File: src/rtl/gps_multitap_correlator.sv
// Multi-tap GPS/Galileo code correlator: 1-bit IF sample mixed with a quadrature LO and per-tap delayed code,
// integrated over 1..16 epochs per tap and dumped to a CPU-read serial register with ready/overrun status.
module gps_multitap_correlator #(
  parameter int NTAPS      = 3,
  parameter int INTEG_BITS = 18,
  parameter int DLY_DEPTH  = 16,
  parameter int DLY_BITS   = 4
) (
  input  logic        clk,
  input  logic        rst,
  input  logic        sample,
  input  logic        lo_wr,
  input  logic        tap_wr,
  input  logic        intg_wr,
  input  logic [31:0] wdata,
  input  logic        code_in,
  input  logic        sub_strobe,
  input  logic        epoch,
  input  logic        shift,
  input  logic        rd_ack,
  output logic        sout,
  output logic        dump_rdy,
  output logic        overrun
);
  localparam int SER_W = 2 * NTAPS * INTEG_BITS;
  localparam logic [INTEG_BITS-1:0] PLUS1  = INTEG_BITS'(1);
  localparam logic [INTEG_BITS-1:0] MINUS1 = '1;

  logic [31:0]           lo_rate, lo_phase;
  logic                  lo_i, lo_q;
  logic [DLY_DEPTH-1:0]  dl;
  logic [DLY_BITS-1:0]   tap_off [NTAPS];
  logic [NTAPS-1:0]      di, dq;
  logic                  mix_vld, epoch_d;
  logic [3:0]            n_epochs_m1, ecnt;
  logic                  dump;
  logic [INTEG_BITS-1:0] acc_i [NTAPS];
  logic [INTEG_BITS-1:0] acc_q [NTAPS];
  logic [SER_W-1:0]      snap, ser;

  assign sout = ser[SER_W-1];

  always_comb begin
    lo_i = ~lo_phase[31];
    lo_q = lo_phase[31] ^ lo_phase[30];
    // A length write restarts the integration, so it suppresses any dump that would coincide.
    dump = epoch_d && !intg_wr && (ecnt == n_epochs_m1);
    snap = '0;
    for (int k = 0; k < NTAPS; k++) begin
      snap[SER_W-1-(2*k)*INTEG_BITS -: INTEG_BITS]   = acc_i[k];
      snap[SER_W-1-(2*k+1)*INTEG_BITS -: INTEG_BITS] = acc_q[k];
    end
  end

  always_ff @(posedge clk) begin
    if (rst) begin
      lo_rate  <= '0;
      lo_phase <= '0;
      dl       <= '0;
      di       <= '0;
      dq       <= '0;
      mix_vld  <= 1'b0;
      epoch_d  <= 1'b0;
      for (int k = 0; k < NTAPS; k++) tap_off[k] <= DLY_BITS'(2 * k);
    end else begin
      if (lo_wr) lo_rate <= wdata;
      lo_phase <= lo_phase + lo_rate;
      if (sub_strobe) dl <= {dl[DLY_DEPTH-2:0], code_in};
      for (int k = 0; k < NTAPS; k++) begin
        if (tap_wr && wdata[18:16] == 3'(k)) tap_off[k] <= wdata[DLY_BITS-1:0];
        di[k] <= sample ^ dl[tap_off[k]] ^ lo_i;
        dq[k] <= sample ^ dl[tap_off[k]] ^ lo_q;
      end
      // Mixer output is meaningless in the first cycle out of reset.
      mix_vld <= 1'b1;
      epoch_d <= epoch;
    end
  end

  always_ff @(posedge clk) begin
    if (rst) begin
      n_epochs_m1 <= '0;
      ecnt        <= '0;
      ser         <= '0;
      dump_rdy    <= 1'b0;
      overrun     <= 1'b0;
      for (int k = 0; k < NTAPS; k++) begin
        acc_i[k] <= '0;
        acc_q[k] <= '0;
      end
    end else begin
      if (intg_wr) begin
        n_epochs_m1 <= wdata[3:0];
        ecnt        <= '0;
      end else if (epoch_d) begin
        ecnt <= dump ? 4'd0 : ecnt + 4'd1;
      end

      for (int k = 0; k < NTAPS; k++) begin
        if (intg_wr) begin
          acc_i[k] <= '0;
          acc_q[k] <= '0;
        end else if (mix_vld) begin
          // On a dump the current cycle's chip seeds the next integration.
          acc_i[k] <= (dump ? '0 : acc_i[k]) + (di[k] ? MINUS1 : PLUS1);
          acc_q[k] <= (dump ? '0 : acc_q[k]) + (dq[k] ? MINUS1 : PLUS1);
        end
      end

      if (dump) ser <= snap;
      else if (shift) ser <= {ser[SER_W-2:0], 1'b0};

      if (dump) begin
        dump_rdy <= 1'b1;
        if (dump_rdy && !rd_ack) overrun <= 1'b1;
      end else if (rd_ack) begin
        dump_rdy <= 1'b0;
        overrun  <= 1'b0;
      end
    end
  end
endmodule
File: config.mk
export PLATFORM = sky130hd
export DESIGN_NAME = gps_multitap_correlator
export DESIGN_NICKNAME = d
export VERILOG_FILES = /design/src/rtl/gps_multitap_correlator.sv
export SDC_FILE = /design/constraint.sdc
export NUM_CORES = 1
export LEC_CHECK = 0
export CAP_MARGIN = 20
export CORE_MARGIN = 1.5
export CORE_UTILIZATION = 57
export DETAILED_ROUTE_END_ITERATION = 7
export PLACE_DENSITY_LB_ADDON = 0.15
export SYNTH_ARGS = -nofsm -noshare
export SYNTH_HDL_FRONTEND = slang
export SYNTH_SLANG_ARGS = --single-unit
export TNS_END_PERCENT = 1
File: constraint.sdc
create_clock -name clk -period 10.7 [get_ports clk]
set_input_delay 2.675 -clock clk [delete_from_list [all_inputs] [get_ports clk]]
set_output_delay 2.675 -clock clk [all_outputs]
set_load 0.02 [all_outputs]
==> results.sh <==
export IMPL_p_comb_frac=0.207
export IMPL_yosys_warnings=0
export IMPL_grt_pass1_wl_mm=67.79
export IMPL_synth_most_common_cell="nor2_1"
export IMPL_start_kind="input pin"
export IMPL_fin_area_um2=21290
export IMPL_cts_setup_buffers=0
export IMPL_netlist_top_cells_area="dfxtp_1, edfxtp_1, mux2i_1"
export IMPL_grt_max_degree=142
export IMPL_p_sw_frac=0.2902
export IMPL_hp_class="flop to flop"
export IMPL_ir_drop_v=0.0001222
export IMPL_portBuffers=45
export IMPL_route_met2_wl_mm=18.35
export IMPL_power_uw=3376
export IMPL_critPathSlowestCell="clkdlybuf4s50_1"
export IMPL_whs_ns=0.4912
export IMPL_clkPwrFrac=0.364
export IMPL_fmax_ghz=0.1459
export IMPL_post_drt_wl_per_cell_um=15.79
export IMPL_intPower_uw=2396
export IMPL_drive_gt1_frac=0.05629
export IMPL_cts_reportedPaths_clkPinSlew_ns=0.06
export IMPL_finalSetupTns_ns=0
export IMPL_final_nets=2193
export IMPL_cts_resized=0
export IMPL_cts_tree="built"
export IMPL_wirelength_mm=39.34
export IMPL_yosysTopAreaCell="dfxtp_1"
export IMPL_insertion_delay_ns=0.53
export IMPL_routed_via_density=5.870
export IMPL_yosysSeqAreaShare=0.3986
export IMPL_place_hpwl_mm=26.26
export IMPL_dp_cells=2423
export IMPL_setup_violations=0
export IMPL_p_per_area_nw_per_um2=158.5
export IMPL_die_w_um=187.4
export IMPL_htreeDepth=2
export IMPL_numCtsBuffers=37
export IMPL_end_kind="flop"
export IMPL_initial_core_util=0.5782
export IMPL_maxSlewHeadroom=0.3265
export IMPL_met3_length_mm=1.063
export IMPL_synth_edff_count=120
export IMPL_cpPeakStageDelay_ns=0.65
export IMPL_core_area_um2=33530
export IMPL_rsz0062_at_grt="no"
export IMPL_place_area_um2=20080
export IMPL_drc_errors=0
export IMPL_netlist_area_um2=19390
export IMPL_cp_cell_sequence="clkdlybuf4s50_1 -> nor2b_2 -> and3_1 -> nand2_4 -> buf_12 -> and2_1 -> fa_1 -> a21o_1 -> a21o_1 -> a211oi_1 -> nor3b_1 -> o211ai_1 -> o21ai_0 -> xnor2_1 -> nor2_1"
export IMPL_ys_flop_type="dfxtp_1"
export IMPL_p_switching_uw=979.5
export IMPL_syn_instance_count=2021
export IMPL_cts_root_buffer="clkbuf_16"
export IMPL_postSynthAreaPerCell_um2=9.593
export IMPL_rows=67
export IMPL_cts_hold_buf=0
export IMPL_critPathMostFrequentCell="a21o_1"
export IMPL_highest_layer="met4"
export IMPL_track_usage=0.2275
export IMPL_die_area_um2=35130
export IMPL_worst_path_max_fanout=141
export IMPL_worstPathRequired_ns=10.96
export IMPL_finalHoldViolCount=0
export IMPL_synth_top_area_frac=0.2127
export IMPL_fin_cells=2491
export IMPL_antennaDiodeCount=0
export IMPL_clk_path_buf_depth=3
export IMPL_synth_seq_cells=326
export IMPL_io_pins=46
export IMPL_fin_crit_ns=6.852
export IMPL_skew_ns=0.01741
export IMPL_num_vias=14620
export IMPL_dieHeight_um=187.4
export IMPL_syn_nets=2199
export IMPL_fin_crit_sh=0.6404
export IMPL_area_growth_pct=9.823
export IMPL_synthTopCellsByCount="nor2_1, dfxtp_1, mux2i_1"
export IMPL_max_cap_viol_count=0
export IMPL_cp_arrival_ns=7.12
export IMPL_async_flop_share=0
export IMPL_fill_cells=2844
export IMPL_cts_sinks=326
export IMPL_dr_pass1_iters=5
export IMPL_p_seq_frac=0.429
export IMPL_first_global_vias=14260
export IMPL_wl_met1_mm=19.23
export IMPL_power_leakage_uw=0.009348
export IMPL_antenna_found_initial=0
export IMPL_drv_slew=0
export IMPL_gp_congestion=0.8364
export IMPL_critPathKind="input pin to flop"
export IMPL_drt_iter0_markers=818
export IMPL_tightest_slew_ns=1.010
export IMPL_grt_overflow_total=0
export IMPL_ant_nets=0
export IMPL_outcome="complete, no violations"
export IMPL_synth_distinct_cells=79
==> placed cells by master, fill, tap and decap left out, types with 8 or more instances in the layout <==
cell type and n:
ha_1 128, nor3_1 38, clkinv_2 10, nor2b_1 21, xnor2_1 61, mux2i_1 165
clkbuf_16 40, dfxtp_1 206, clkdlybuf4s50_1 42, xor2_1 41, nor2_1 306, buf_4 8
a31oi_1 12, mux4_2 12, a211oi_1 123, o21a_1 25, o21bai_1 10, a21oi_1 100
o21ai_0 65, a21o_1 61, nand4_1 19, or3_1 9, and3_1 14, edfxtp_1 120
and2_1 107, o21ai_1 10, nand3_1 22, nand2_1 63, inv_1 42, nor3b_1 11
nand2b_1 20
==> registers in the layout, indices dropped and copies added (netlist names) <==
register and cells:
dl 16, acc_i 54, tap_off 12, mix_vld 1, lo_phase 32, acc_q 54
n_epochs_m1 4, dump_rdy 1, ecnt 4, epoch_d 1, overrun 1, di 3
dq 3, ser 108, lo_rate 32
==> layout make-up <==
type                    instances  area [um^2]  share of cell area
flip-flops and latches        326         7727              0.3629
repair buffers                 55        555.5             0.02609
well taps                     448        560.5             0.02633
clock buffers                  46         1033             0.04854
multi-input cells            1553        11110              0.5218
clock inverters                21        146.4            0.006875
inverters                      42        157.7            0.007404
==> critical path: cells and delay by family <==
kind                       cells  cell delay, ns
and+or+nand+nor                6            1.55
adders and majority gates      1            0.43
buffers and inverters          2            1.04
AOI/OAI and AO/OA              5            1.22
xor gates and xnor gates       1            0.15
==> path summary, 6_finish.rpt <==
| kind | startpoint | slack, ns | depth (start not counted) | endpoint |
|---|---|---|---|---|
| setup / recovery | intg_wr | 3.85 | 15 | acc_q[2][16] |
| hold / removal | overrun | 0.49 | 2 | overrun |
| setup reg to reg | epoch_d | 6.21 | 14 | acc_q[2][16] |
| hold reg to reg | overrun | 0.49 | 2 | overrun |
==> power groups by stage <==
stage	Combinational, uW	Clock [uW]	Sequential (uW)
after global placement	675	0	1470
after global routing	787	1310	1460
after floorplan	567	0	1450
after CTS	698	1260	1450
after detailed placement	693	0	1480
final	699	1230	1450
==> layer usage <==
layer	vias to the layer above	track usage
li1	7353	-
met1	7017	0.3099
met2	196	0.3843
met3	55	0.02664
met4	0	0.06031
met5	-	0
==> stage by stage <==
| stage | setup slack (ns) | util |
|---|---|---|
| 4_1_cts | 3.884 | 0.6341 |
| 3_5_place_dp | 3.336 | 0.5990 |
| 2_1_floorplan | 4.744 | - |
| 3_3_place_gp | 3.363 | 0.5990 |
| 6_report | 3.848 | 0.6350 |
| 5_1_grt | 3.498 | 0.6350 |
==> cell families after synthesis <==
kind of cell / Yosys count / synth area share
simple gates: 651 / 0.1617
xor+xnor: 102 / 0.04608
buf+inv: 142 / 0.02936
fa+ha+maj: 135 / 0.08984
flops: 326 / 0.3986
mux: 178 / 0.09971
compound gates: 487 / 0.1748
Power figures use the tool's default switching activity.
